===== src/rtl/ibex_pkg.sv =====
// Shared CSR definitions: operation/address enums, controller states and the
// read-only / debug-range address classifier used by the CSR logic.
package ibex_pkg;

    typedef enum logic [1:0] {
        CSR_OP_READ  = 2'd0,
        CSR_OP_WRITE = 2'd1,
        CSR_OP_SET   = 2'd2,
        CSR_OP_CLEAR = 2'd3
    } csr_op_e;

    typedef enum logic [11:0] {
        CSR_MSTATUS  = 12'h300,
        CSR_MSCRATCH = 12'h340,
        CSR_DCSR     = 12'h7B0,
        CSR_DPC      = 12'h7B1,
        CSR_MHARTID  = 12'hF14
    } csr_num_e;

    typedef enum logic [1:0] {
        CTRL_IDLE,
        CTRL_READ,
        CTRL_WRITE,
        CTRL_RESP
    } csr_ctrl_state_e;

    // The top two address bits set to 2'b11 mark a read-only CSR.
    function automatic logic csr_addr_read_only(input logic [11:0] addr);
        return addr[11:10] == 2'b11;
    endfunction

    function automatic logic csr_addr_debug(input logic [11:0] addr);
        return addr[11:4] == 8'h7B;
    endfunction

endpackage


===== src/rtl/ibex_sat_counter.sv =====
// Up-counter that sticks at all-ones instead of wrapping.
module ibex_sat_counter #(
    parameter int unsigned Width = 16
) (
    input  logic             clk,
    input  logic             rst,
    input  logic             inc_i,
    input  logic             clear_i,
    output logic [Width-1:0] cnt_o
);

    logic [Width-1:0] cnt_q, cnt_d;

    always_comb begin
        cnt_d = cnt_q;
        if (clear_i) begin
            cnt_d = '0;
        end else if (inc_i && (cnt_q != {Width{1'b1}})) begin
            cnt_d = cnt_q + Width'(1);
        end
    end

    always_ff @(posedge clk or posedge rst) begin
        if (rst) begin
            cnt_q <= '0;
        end else begin
            cnt_q <= cnt_d;
        end
    end

    assign cnt_o = cnt_q;

endmodule


===== src/rtl/ibex_csr_access_ctrl.sv =====
// CSR access initiator: runs read-modify-write sequences against the CSR register
// file, applies privilege checks and reports the old value plus access statistics.
module ibex_csr_access_ctrl
    import ibex_pkg::*;
#(
    parameter int unsigned CntWidth    = 16,
    parameter bit          DbgCsrCheck = 1'b1
) (
    input  logic                clk,
    input  logic                rst,
    input  logic                req_valid_i,
    output logic                req_ready_o,
    input  logic [11:0]         req_addr_i,
    input  logic [1:0]          req_op_i,
    input  logic [31:0]         req_wdata_i,
    input  logic                debug_mode_i,
    output logic [11:0]         csr_addr_o,
    output logic                csr_rd_en_o,
    input  logic [31:0]         csr_rdata_i,
    input  logic                csr_illegal_i,
    output logic                csr_we_o,
    output logic [31:0]         csr_wdata_o,
    output logic                rsp_valid_o,
    input  logic                rsp_ready_i,
    output logic [31:0]         rsp_rdata_o,
    output logic                rsp_illegal_o,
    output logic [CntWidth-1:0] acc_cnt_o,
    output logic [CntWidth-1:0] ill_cnt_o
);

    csr_ctrl_state_e state_q, state_d;

    logic [11:0] addr_q;
    csr_op_e     op_q;
    logic [31:0] wdata_q;
    logic [31:0] old_q, old_d;
    logic        ill_q, ill_d;
    logic [31:0] csr_wdata_q, csr_wdata_d;

    logic        write_intent;
    logic        illegal_now;
    logic [31:0] new_val;
    logic        req_accept;
    logic        rsp_handshake;

    assign req_accept    = (state_q == CTRL_IDLE) && req_valid_i;
    assign rsp_handshake = (state_q == CTRL_RESP) && rsp_ready_i;

    // SET/CLEAR with a zero operand are pure reads and must not trip the read-only check.
    always_comb begin
        write_intent = 1'b0;
        new_val      = csr_rdata_i;
        unique case (op_q)
            CSR_OP_WRITE: begin
                write_intent = 1'b1;
                new_val      = wdata_q;
            end
            CSR_OP_SET: begin
                write_intent = (wdata_q != '0);
                new_val      = csr_rdata_i | wdata_q;
            end
            CSR_OP_CLEAR: begin
                write_intent = (wdata_q != '0);
                new_val      = csr_rdata_i & ~wdata_q;
            end
            default: begin
                write_intent = 1'b0;
                new_val      = csr_rdata_i;
            end
        endcase

        illegal_now = csr_illegal_i
                    | (write_intent && csr_addr_read_only(addr_q))
                    | (DbgCsrCheck && csr_addr_debug(addr_q) && !debug_mode_i);
    end

    always_comb begin
        state_d     = state_q;
        old_d       = old_q;
        ill_d       = ill_q;
        csr_wdata_d = csr_wdata_q;
        unique case (state_q)
            CTRL_IDLE: begin
                if (req_valid_i) begin
                    state_d = CTRL_READ;
                end
            end
            CTRL_READ: begin
                old_d = illegal_now ? '0 : csr_rdata_i;
                ill_d = illegal_now;
                if (write_intent && !illegal_now) begin
                    state_d     = CTRL_WRITE;
                    csr_wdata_d = new_val;
                end else begin
                    state_d = CTRL_RESP;
                end
            end
            CTRL_WRITE: begin
                state_d = CTRL_RESP;
            end
            CTRL_RESP: begin
                if (rsp_ready_i) begin
                    state_d = CTRL_IDLE;
                end
            end
            default: begin
                state_d = CTRL_IDLE;
            end
        endcase
    end

    always_ff @(posedge clk or posedge rst) begin
        if (rst) begin
            state_q     <= CTRL_IDLE;
            addr_q      <= '0;
            op_q        <= CSR_OP_READ;
            wdata_q     <= '0;
            old_q       <= '0;
            ill_q       <= 1'b0;
            csr_wdata_q <= '0;
        end else begin
            state_q     <= state_d;
            old_q       <= old_d;
            ill_q       <= ill_d;
            csr_wdata_q <= csr_wdata_d;
            if (req_accept) begin
                addr_q  <= req_addr_i;
                op_q    <= csr_op_e'(req_op_i);
                wdata_q <= req_wdata_i;
            end
        end
    end

    // Ready is masked by reset so every output reads 0 while reset is held.
    assign req_ready_o   = (state_q == CTRL_IDLE) && !rst;
    assign csr_rd_en_o   = (state_q == CTRL_READ);
    assign csr_we_o      = (state_q == CTRL_WRITE);
    assign csr_addr_o    = addr_q;
    assign csr_wdata_o   = csr_wdata_q;
    assign rsp_valid_o   = (state_q == CTRL_RESP);
    assign rsp_rdata_o   = old_q;
    assign rsp_illegal_o = ill_q;

    ibex_sat_counter #(
        .Width (CntWidth)
    ) u_acc_cnt (
        .clk     (clk),
        .rst     (rst),
        .inc_i   (rsp_handshake),
        .clear_i (1'b0),
        .cnt_o   (acc_cnt_o)
    );

    ibex_sat_counter #(
        .Width (CntWidth)
    ) u_ill_cnt (
        .clk     (clk),
        .rst     (rst),
        .inc_i   (rsp_handshake && ill_q),
        .clear_i (1'b0),
        .cnt_o   (ill_cnt_o)
    );

endmodule


===== config.mk =====
export PLATFORM = sky130hd
export DESIGN_NAME = ibex_csr_access_ctrl
export DESIGN_NICKNAME = d
export VERILOG_FILES = /design/src/rtl/ibex_pkg.sv /design/src/rtl/ibex_sat_counter.sv /design/src/rtl/ibex_csr_access_ctrl.sv
export SDC_FILE = /design/constraint.sdc
export NUM_CORES = 1
export LEC_CHECK = 0
export CAP_MARGIN = 20
export CORE_MARGIN = 2
export CORE_UTILIZATION = 52
export DETAILED_ROUTE_END_ITERATION = 10
export GPL_TIMING_DRIVEN = 1
export PLACE_DENSITY = 0.92
export SLEW_MARGIN = 30
export SYNTH_ARGS = -nofsm -noshare
export SYNTH_HDL_FRONTEND = slang
export SYNTH_SLANG_ARGS = --single-unit

===== constraint.sdc =====
create_clock -name clk -period 15.3 [get_ports clk]
set_input_delay 3.06 -clock clk [delete_from_list [all_inputs] [get_ports clk]]
set_output_delay 3.06 -clock clk [all_outputs]
set_load 0.005 [all_outputs]

==> load_flow_metrics.sql, run 1 <==
INSERT INTO impl_metrics (metric_group, metric, value, unit) VALUES
('sta', 'max_clock_freq', '138', 'MHz'),
('global_route', 'globalRouteTotalUtil', '27.5', '%'),
('outcome', 'status', 'complete, no violations', ''),
('power', 'sequentialPowerShare', '39.1', '%'),
('drt', 'via_count', '5504', ''),
('critical_path', 'cp-startpoint', 'rst', ''),
('cts', 'clk_path_buf_depth', '2', ''),
('power', 'powerDensity', '191', 'nW/um2'),
('critical_path', 'worst-endpoint-arrival', '4.19', 'ns'),
('finish', 'flow.area_growth_from_synthesis', '38.5', '%'),
('power', 'share_clk_of_total_power', '20.6', '%'),
('placed_design', 'placement.io_buffers', '196', ''),
('cts', 'cts_resized', '0', ''),
('synth', 'synth_async_sr_flop_share', '100', '%'),
('critical_path', 'worstSetupStartpointType', 'input pin', ''),
('drt', 'drt_first_iter_violations', '388', ''),
('synth', 'postSynthAreaPerCell', '12.3', 'um2'),
('synth', 'yosysUniqueCellTypes', '44', ''),
('sta', 'fin_crit_sh', '47.4', '%'),
('finish', 'layout.core_utilization', '74.5', '%'),
('power', 'net-switching-power', '0.617', 'mW'),
('critical_path', 'cp.required', '12.24', 'ns'),
('floorplan', 'effective_utilization_at_floorplan', '53.8', '%'),
('placed_design', 'routabilityCongestion', '0.860', ''),
('power', 'worst_vdd_rail_ir_drop', '104', 'uV'),
('finish', 'final_design_area_no_fill', '9480', 'um2'),
('floorplan', 'dieHeight', '119', 'um'),
('cts', 'cts.sink_count', '145', ''),
('synth', 'synth_flop_cell', 'dfrtp_1', ''),
('global_route', 'grt_pass1_wl', '30300', 'um'),
('min_path', 'worstHoldPathType', 'reg2reg', ''),
('cts', 'post_cts_buffers', '0', ''),
('cts', 'cts_buffers', '17', ''),
('floorplan', 'full_die_area', '14100', 'um2'),
('placed_design', 'place_inst', '903', ''),
('critical_path', 'critical_path.reg2reg.startpoint', 'op_q[0]$_DFFE_PP0P_', ''),
('sta', 'tightest_slew', '0.817', 'ns'),
('drt', 'detailedRoute.firstPassIterationCount', '5', ''),
('min_path', 'hold_start', 'u_acc_cnt.cnt_o[15]$_DFFE_PP0P_', ''),
('finish', 'final_cell_mix', 'clkdlybuf4s50_1, dfrtp_1, a211oi_1', ''),
('sta', 'grt_setup_unrepaired', 'false', ''),
('floorplan', 'chipWidth', '119', 'um'),
('synth', 'ys_seq_area_share', '53.0', '%'),
('synth', 'mappedNetlistArea', '6850', 'um2'),
('sta', 'post-route-min-period', '7.25', 'ns'),
('floorplan', 'floorplan.rows', '41', ''),
('global_route', 'first_global_vias', '5677', ''),
('cts', 'post_cts_hold_buffer_count', '0', ''),
('finish', 'final_nets', '842', ''),
('cts', 'path_clk_slew', '0.06', 'ns'),
('sta', 'finalSetupViolations', '0', ''),
('finish', 'layout.cells.most_common', 'clkdlybuf4s50_1', ''),
('finish', 'final_cells', '937', ''),
('floorplan', 'ios', '197', ''),
('drt', 'post-route-drc-count', '0', ''),
('sta', 'maxSlewViolCount', '0', ''),
('drt', 'route.detailed.wl_per_inst', '20.1', 'um'),
('synth', 'syn_inst', '557', ''),
('cts', 'tritoncts_clock_tree', 'done', ''),
('critical_path', 'critical_path_class', 'in2out', ''),
('placed_design', 'placed_cell_area', '8940', 'um2'),
('power', 'power.internal', '1.20', 'mW'),
('sta', 'clock_skew', '0.00499', 'ns'),
('sta', 'hold_ws', '0.501', 'ns'),
('critical_path', 'worstSetupEndpointType', 'output port', ''),
('drt', 'wl_final', '18900', 'um'),
('synth', 'synth_enable_flop_cells', '0', ''),
('sta', 'max_slew_margin', '45.0', '%'),
('finish', 'layout-drive-gt1-share', '16.5', '%'),
('placed_design', 'detailed_place_hpwl', '13200', 'um'),
('critical_path', 'crit_path_max_fanout', '2', '');
-- cells by family after synthesis --
kind of cell / share of synthesized area [%]
adder cells (fa/ha/maj): 1.28
multiplexers: 15.1
XOR/XNOR: 3.58
AO/OA/AOI/OAI: 12.4
AND/OR/NAND/NOR: 12.2
flip-flops: 53.0
buffers and inverters: 2.41
-- cells in the mapped netlist, types with 2 or more instances --
cell type	instances	area share, %
a211oi_1	60	6.6
a21oi_1	8	0.58
a22o_1	32	4.1
and3_1	3	0.27
and4_1	2	0.26
buf_1	2	0.11
buf_2	3	0.22
buf_4	3	0.33
buf_6	3	0.49
clkbuf_1	16	0.88
dfrtp_1	145	53
ha_1	7	1.3
inv_1	7	0.38
mux2_2	52	8.6
mux2_4	30	6.6
nand2_1	14	0.77
nand2b_1	3	0.27
nand3_1	11	0.80
nand4_1	14	1.3
nand4b_1	2	0.26
nor2_1	46	2.5
nor2b_1	27	2.5
nor3_1	5	0.37
nor4_1	12	1.1
nor4_2	2	0.37
o211ai_1	2	0.22
o22ai_1	2	0.18
or2_1	2	0.18
xnor2_1	20	2.6
xor2_1	8	1.0
-- worst max-delay path: stages --
cell             delay (ns)
clkdlybuf4s50_1        0.48
nor2_1                 0.13
clkdlybuf4s50_1        0.52
-- final cells by class --
type                    count  area (um2)  area share [%]
flip-flops and latches    145        3630            38.3
multi-input cells         378        3060            32.3
repair buffers            202        2010            21.2
clock buffers              27         503            5.30
well taps                 172         215            2.27
inverters                   7        31.3           0.330
clock inverters             5        27.5           0.290
diodes                      1        2.50          0.0264
-- power by group through the flow --
| stage | logic, mW | registers (mW) | clock network, mW |
|---|---|---|---|
| after floorplan | 0.427 | 0.654 | 0 |
| after global placement | 0.695 | 0.692 | 0 |
| after detailed placement | 0.729 | 0.707 | 0 |
| after CTS | 0.735 | 0.704 | 0.378 |
| after global routing | 0.786 | 0.730 | 0.396 |
| final | 0.730 | 0.710 | 0.375 |
-- registers in the layout, indices dropped and copies added (netlist names) --
register	count
csr_addr_o	12
rsp_rdata_o	32
u_acc_cnt.cnt_o	16
wdata_q	32
u_ill_cnt.cnt_o	16
state_q	2
op_q	2
csr_wdata_o	32
rsp_illegal_o	1
-- routing by layer --
metal / track usage (%) / wire [um]
met1: 33.9 / 7570
met2: 45.2 / 9410
met5: 0 / 0
met4: 14.1 / 814
met3: 6.13 / 1090
-- final timing paths --
check	slack [ns]	cells after the start	endpoint
min reg2reg	0.50	1	u_acc_cnt.cnt_o[15]$_DFFE_PP0P_
min in group asynchronous	3.21	2	u_ill_cnt.cnt_o[1]$_DFFE_PP0P_
max reg2reg	12.40	5	csr_wdata_o[30]$_DFFE_PP0P_
max in group asynchronous	10.83	3	state_q[1]$_DFFE_PP0P_
max	8.05	3	req_ready_o
min	0.50	1	u_acc_cnt.cnt_o[15]$_DFFE_PP0P_
-- stage by stage --
stage                     power [mW]  setup slack (ns)
after floorplan                 1.08              8.35
after global placement          1.39              8.07
after detailed placement        1.44              8.05
after CTS                       1.82              8.05
after global routing            1.91              7.97
final                           1.81              8.05
(Power assumes the default switching activity.)
==> run 2: changes to the inputs <==
--- a/config.mk
+++ b/config.mk
@@ -7,10 +7,10 @@
 export LEC_CHECK = 0
 export CAP_MARGIN = 20
 export CORE_MARGIN = 2
-export CORE_UTILIZATION = 52
+export CORE_UTILIZATION = 48
 export DETAILED_ROUTE_END_ITERATION = 10
 export GPL_TIMING_DRIVEN = 1
-export PLACE_DENSITY = 0.92
+export PLACE_DENSITY = 0.87
 export SLEW_MARGIN = 30
 export SYNTH_ARGS = -nofsm -noshare
 export SYNTH_HDL_FRONTEND = slang
==> constraint.sdc (replaced) <==
create_clock -name clk -period 7.3 [get_ports clk]
set_input_delay 1.46 -clock clk [delete_from_list [all_inputs] [get_ports clk]]
set_output_delay 1.46 -clock clk [all_outputs]
set_load 0.005 [all_outputs]
==> run 2 against run 1 <==
  * Setup slack lost 4.8 ns
  * Final area is 1.1% higher
  * Global-route usage is 1.6 points lower
  * Core utilization decreased by 5.5 points
  * Total power grew 120%
  * Largest cell class unchanged
  * Clock power is 140% higher
  * Combinational power grew 110%
  * Die area grew 8.0%
  * Critical path depth stayed put
  * Sequential power rose by 110%
  * Worst hold slack worse by 0.0047 ns
  * Flip-flop and latch count stayed put
==> load_flow_metrics.sql, run 2 (synthesis results as in run 1) <==
INSERT INTO impl_metrics (metric_group, metric, value, unit) VALUES
('outcome', 'status', 'complete, no violations', ''),
('global_route', 'grt_pass1_wl', '29900', 'um'),
('min_path', 'hold_start', 'u_acc_cnt.cnt_o[4]$_DFFE_PP0P_', ''),
('sta', 'max_slew_margin', '41.6', '%'),
('drt', 'via_count', '5593', ''),
('cts', 'ctsRootBufferMaster', 'clkbuf_16', ''),
('drt', 'drt_first_iter_violations', '356', ''),
('cts', 'cts_buffers', '17', ''),
('critical_path', 'critical_path_class', 'in2out', ''),
('critical_path', 'critical_path.reg2reg.startpoint', 'op_q[0]$_DFFE_PP0P_', ''),
('min_path', 'holdPathEnd', 'u_acc_cnt.cnt_o[4]$_DFFE_PP0P_', ''),
('sta', 'tightest_slew', '0.868', 'ns'),
('floorplan', 'dieHeight', '123', 'um'),
('cts', 'tritoncts_clock_tree', 'done', ''),
('cts', 'cts.sink_count', '145', ''),
('min_path', 'worstHoldPathType', 'reg2reg', ''),
('power', 'powerDensity', '412', 'nW/um2'),
('cts', 'clk_path_buf_depth', '2', ''),
('floorplan', 'ios', '197', ''),
('sta', 'max_clock_freq', '245', 'MHz'),
('global_route', 'globalRouteTotalUtil', '25.9', '%'),
('min_path', 'worst_hold_path.num_cells', '1', ''),
('sta', 'post-route-min-period', '4.08', 'ns'),
('critical_path', 'worstSetupEndpointType', 'output port', ''),
('critical_path', 'rr_endpoint', 'csr_wdata_o[30]$_DFFE_PP0P_', ''),
('critical_path', 'worstSetupStartpointType', 'input pin', ''),
('power', 'worst_vdd_rail_ir_drop', '225', 'uV'),
('finish', 'layout-drive-gt1-share', '17.0', '%'),
('critical_path', 'cp.required', '5.84', 'ns'),
('global_route', 'pin_count_of_the_biggest_net_entering_global_routing', '77', ''),
('cts', 'post_cts_hold_buffer_count', '0', ''),
('placed_design', 'placement.io_buffers', '196', ''),
('global_route', 'overflow', '0', ''),
('finish', 'layout.core_utilization', '69.1', '%'),
('drt', 'post-route-drc-count', '0', ''),
('cts', 'path_clk_slew', '0.06', 'ns'),
('placed_design', 'detailed_place_hpwl', '13200', 'um'),
('sta', 'clock_skew', '0.00887', 'ns'),
('placed_design', 'routabilityCongestion', '0.845', ''),
('drt', 'detailedRoute.firstPassIterationCount', '5', ''),
('critical_path', 'worst-endpoint-arrival', '2.62', 'ns'),
('sta', 'setup_tns', '0', 'ns'),
('drt', 'route.detailed.wl_per_inst', '20.6', 'um'),
('cts', 'post_cts_buffers', '0', ''),
('floorplan', 'full_die_area', '15200', 'um2'),
('finish', 'final_cell_mix', 'clkdlybuf4s50_1, dfrtp_1, a211oi_1', ''),
('sta', 'hold_ws', '0.496', 'ns'),
('floorplan', 'effective_utilization_at_floorplan', '49.3', '%'),
('critical_path', 'crit_path_max_fanout', '2', ''),
('finish', 'flow.area_growth_from_synthesis', '40.0', '%'),
('floorplan', 'chipWidth', '123', 'um'),
('flow_run', 'maxCapViolations', '0', ''),
('critical_path', 'worst-r2r-setup-slack', '4.36', 'ns'),
('floorplan', 'floorplan.rows', '43', ''),
('power', 'leakage', '3.96', 'nW'),
('global_route', 'antenna_violations_before_repair', '1', ''),
('sta', 'grt_setup_unrepaired', 'false', ''),
('sta', 'finalHoldViolCount', '0', ''),
('drt', 'final_antenna_net_count', '0', ''),
('finish', 'final_nets', '841', ''),
('drt', 'wl_final', '19400', 'um'),
('finish', 'layout.cells.most_common', 'clkdlybuf4s50_1', ''),
('drt', 'drt-vias-per-instance', '5.92', ''),
('cts', 'worstSkewPairLatency', '0.42', 'ns'),
('sta', 'fin_crit_sh', '55.9', '%'),
('finish', 'filler_cell_count', '951', ''),
('sta', 'maxSlewViolCount', '0', ''),
('floorplan', 'placeableCoreArea', '13900', 'um2'),
('cts', 'h_tree_lvls', '4', ''),
('critical_path', 'timing.reg2reg.worst_path_depth', '6', ''),
('global_route', 'first_global_vias', '5656', ''),
('sta', 'finalSetupViolations', '0', ''),
('cts', 'cts_resized', '0', '');
[run 2: cell types whose count changed in the layout (fill, tap and decap cells not counted)]
cell,before,now
and2_2,0,1
and2_1,1,0
buf_4,5,3
buf_6,1,2
bufinv_16,0,3
clkbuf_8,4,5
clkinv_2,4,2
clkinvlp_4,1,2
inv_6,1,2
clkbuf_1,6,2
[run 2: final cells by class]
class	count	area [um2]	share of cell area (%)
clock inverters	8	124	1.29
repair buffers	201	2010	20.9
well taps	180	225	2.35
inverters	7	31.3	0.326
multi-input cells	378	3060	31.9
clock buffers	24	502	5.23
flip-flops and latches	145	3630	37.9
diodes	1	2.50	0.0261
[run 2: routing by layer]
metal  global-route usage (%)  share of wire (%)  up-vias
met5                        0                  0        -
met4                     14.1                4.3        0
met3                     5.63                6.5       61
met2                     41.3                 48      266
met1                     32.9                 41     2819
li1                         -                  -     2447
[run 2: how the worst max path moves through the flow]
stage / from / end / slack (ns) / cells after the start
finish: rst / req_ready_o / 3.22 / 3
CTS: rst / req_ready_o / 3.25 / 3
global placement: debug_mode_i / csr_wdata_o[30]$_DFFE_PP0P_ / 3.23 / 6
detailed placement: debug_mode_i / csr_wdata_o[30]$_DFFE_PP0P_ / 3.20 / 6
floorplan: rst / csr_addr_o[0]$_DFFE_PP0P_ / 1.95 / 1
global route: rst / req_ready_o / 3.19 / 3
[run 2: worst max-delay path: stages]
cell,delay (ns)
clkdlybuf4s50_1,0.51
nor2_1,0.13
clkdlybuf4s50_1,0.51
[run 2: per-stage QoR]
stage          total power, mW  cells  instance area (um2)  worst slack [ns]
2_1_floorplan             2.26    557                 6850              1.95
3_3_place_gp              2.91    910                 8930              3.23
3_5_place_dp              3.01    910                 8940              3.20
4_1_cts                   3.95    942                 9570              3.25
5_1_grt                   4.15    944                 9590              3.19
6_report                  3.95    944                 9590              3.22
[run 2: report_power, final]
group | total, mW | switching, mW | internal [mW] | leakage [nW]
clock network | 0.917 | 0.333 | 0.583 | 0.303
logic | 1.53 | 0.611 | 0.922 | 1.84
registers | 1.50 | 0.380 | 1.12 | 1.82
total | 3.95 | 1.32 | 2.62 | 3.96
==> run 3: changes to the inputs <==
==> constraint.sdc (replaced) <==
create_clock -name clk -period 4 [get_ports clk]
set_input_delay 0.8 -clock clk [delete_from_list [all_inputs] [get_ports clk]]
set_output_delay 0.8 -clock clk [all_outputs]
set_load 0.005 [all_outputs]
==> run 3 against run 2 <==
  * Combinational power increased by 84%
  * Largest cell class unchanged
  * First-iteration DRC count grew 3.1%
  * Global-route usage is 0.35 points lower
  * Sequential power increased by 79%
==> load_flow_metrics.sql, run 3 (synthesis results as in run 1) <==
INSERT INTO impl_metrics (metric_group, metric, value, unit) VALUES
('drt', 'route.detailed.wl_per_inst', '20.0', 'um'),
('global_route', 'antenna_violations_before_repair', '0', ''),
('cts', 'ctsRootBufferMaster', 'clkbuf_16', ''),
('min_path', 'worstHoldPathType', 'reg2reg', ''),
('critical_path', 'timing.reg2reg.worst_path_depth', '5', ''),
('sta', 'post-route-min-period', '2.69', 'ns'),
('critical_path', 'crit_path_max_incr_delay', '0.51', 'ns'),
('critical_path', 'worstSetupEndpointType', 'output port', ''),
('power', 'worst_vdd_rail_ir_drop', '435', 'uV'),
('cts', 'h_tree_lvls', '4', ''),
('global_route', 'overflow', '0', ''),
('floorplan', 'placeableCoreArea', '13900', 'um2'),
('critical_path', 'critical_path_class', 'in2out', ''),
('drt', 'drt_first_iter_violations', '367', ''),
('power', 'powerDensity', '743', 'nW/um2'),
('cts', 'path_clk_slew', '0.06', 'ns'),
('drt', 'via_count', '5505', ''),
('placed_design', 'detailed_place_hpwl', '13200', 'um'),
('critical_path', 'crit_chain', 'clkdlybuf4s50_1, nor2_1, clkdlybuf4s50_1', ''),
('placed_design', 'routabilityCongestion', '0.847', ''),
('critical_path', 'cp.required', '3.20', 'ns'),
('placed_design', 'placement.io_buffers', '196', ''),
('global_route', 'grt_pass1_wl', '29700', 'um'),
('finish', 'layout.core_utilization', '69.1', '%'),
('sta', 'setup_tns', '0', 'ns'),
('global_route', 'globalRouteTotalUtil', '25.6', '%'),
('drt', 'post-route-drc-count', '0', ''),
('drt', 'wl_final', '19000', 'um'),
('floorplan', 'chipWidth', '123', 'um'),
('critical_path', 'critical_path.reg2reg.startpoint', 'op_q[1]$_DFFE_PP0P_', ''),
('drt', 'drt-vias-per-instance', '5.81', ''),
('cts', 'tritoncts_clock_tree', 'done', ''),
('global_route', 'first_global_vias', '5725', ''),
('sta', 'finalSetupViolations', '0', ''),
('cts', 'cts.sink_count', '145', ''),
('sta', 'clock_skew', '0.0144', 'ns'),
('floorplan', 'dieHeight', '123', 'um'),
('drt', 'met2_length', '9400', 'um'),
('finish', 'layout-drive-gt1-share', '17.6', '%'),
('sta', 'fin_crit_sh', '67.3', '%'),
('cts', 'cts_resized', '0', ''),
('cts', 'worstSkewPairLatency', '0.43', 'ns'),
('sta', 'max_clock_freq', '371', 'MHz'),
('drt', 'detail_route.wirelength.met1', '7780', 'um'),
('drt', 'detailedRoute.firstPassIterationCount', '5', ''),
('sta', 'tightest_slew', '0.894', 'ns'),
('finish', 'antenna_cells', '0', ''),
('critical_path', 'worst-r2r-setup-slack', '1.47', 'ns'),
('critical_path', 'endpoint', 'req_ready_o', ''),
('floorplan', 'effective_utilization_at_floorplan', '49.3', '%'),
('outcome', 'status', 'complete, no violations', ''),
('finish', 'flow.area_growth_from_synthesis', '40.2', '%'),
('cts', 'post_cts_hold_buffer_count', '0', ''),
('sta', 'finalHoldViolCount', '0', ''),
('critical_path', 'cp-startpoint', 'rst', ''),
('drt', 'dr_wl_met3', '1300', 'um'),
('finish', 'layout.cells.most_common', 'clkdlybuf4s50_1', ''),
('critical_path', 'rr_endpoint', 'csr_wdata_o[31]$_DFFE_PP0P_', ''),
('floorplan', 'floorplan.rows', '43', ''),
('cts', 'cts_buffers', '17', ''),
('cts', 'post_cts_buffers', '0', ''),
('critical_path', 'worst_path_max_delay_cell', 'clkdlybuf4s50_1', ''),
('finish', 'final_nets', '845', ''),
('sta', 'grt_setup_unrepaired', 'false', ''),
('critical_path', 'worst-endpoint-arrival', '1.89', 'ns'),
('critical_path', 'worstSetupStartpointType', 'input pin', ''),
('finish', 'final_cell_mix', 'clkdlybuf4s50_1, dfrtp_1, a211oi_1', ''),
('flow_run', 'maxCapViolations', '0', ''),
('global_route', 'pin_count_of_the_biggest_net_entering_global_routing', '50', ''),
('drt', 'final_antenna_net_count', '0', ''),
('sta', 'maxSlewViolCount', '0', ''),
('critical_path', 'cp_common_cell', 'clkdlybuf4s50_1', ''),
('power', 'leakage', '3.98', 'nW'),
('cts', 'clk_path_buf_depth', '2', ''),
('drt', 'dr.max_layer_used', 'met4', ''),
('floorplan', 'full_die_area', '15200', 'um2'),
('sta', 'max_slew_margin', '39.9', '%'),
('floorplan', 'ios', '197', ''),
('critical_path', 'crit_path_max_fanout', '2', '');
-- run 3: cell count changes in the layout (fill, tap and decap cells not counted), sizes merged --
cell    before  now
buf          5    9
clkinv       2    5
bufinv       3    2
clkbuf      24   23
diode        1    0
inv          8    7
-- run 3: how the worst min path moves through the flow --
stage | startpoint | end | cells after the start
2_1_floorplan | u_acc_cnt.cnt_o[4]$_DFFE_PP0P_ | u_acc_cnt.cnt_o[4]$_DFFE_PP0P_ | 1
3_3_place_gp | u_acc_cnt.cnt_o[4]$_DFFE_PP0P_ | u_acc_cnt.cnt_o[4]$_DFFE_PP0P_ | 1
3_5_place_dp | csr_wdata_o[24]$_DFFE_PP0P_ | csr_wdata_o[24]$_DFFE_PP0P_ | 1
4_1_cts | csr_addr_o[3]$_DFFE_PP0P_ | csr_addr_o[3]$_DFFE_PP0P_ | 1
5_1_grt | rsp_rdata_o[13]$_DFFE_PP0P_ | rsp_rdata_o[13]$_DFFE_PP0P_ | 1
6_report | u_acc_cnt.cnt_o[4]$_DFFE_PP0P_ | u_acc_cnt.cnt_o[4]$_DFFE_PP0P_ | 1
-- run 3: metrics by stage --
stage | hold WS (ns) | power (mW) | instance area [um2] | cells | worst slack (ns)
4_1_cts | 0.506 | 7.14 | 9600 | 947 | 1.30
3_3_place_gp | 0.482 | 5.32 | 8980 | 915 | 1.19
3_5_place_dp | 0.493 | 5.49 | 8990 | 915 | 1.11
2_1_floorplan | 0.481 | 4.13 | 6850 | 557 | 1.38
6_report | 0.504 | 7.13 | 9600 | 947 | 1.31
5_1_grt | 0.519 | 7.52 | 9600 | 947 | 1.21
-- run 3: cell type report --
cell class	instances	area, um2
flip-flops and latches	145	3630
fillers	976	4280
repair buffers	205	2040
multi-input cells	378	3060
clock buffers	23	508
inverters	7	30.0
clock inverters	9	101
well taps	180	225
-- run 3: report_power, final --
part | leakage, nW | internal, mW | switching (mW) | total (mW)
combinational | 1.86 | 1.69 | 1.12 | 2.82
clock | 0.305 | 1.01 | 0.613 | 1.63
sequential | 1.82 | 2.03 | 0.647 | 2.68
total | 3.98 | 4.74 | 2.39 | 7.13
-- run 3: routing by layer --
layer,vias to the layer above,global-route usage [%]
met5,-,0
met3,36,6.46
met2,236,41.6
met1,2778,32.5
met4,0,10.7
li1,2455,-
-- run 3: critical path, delay by kind of cell --
kind,cells,cell delay (ns)
AND/OR/NAND/NOR,1,0.12
buffers and inverters,2,0.97
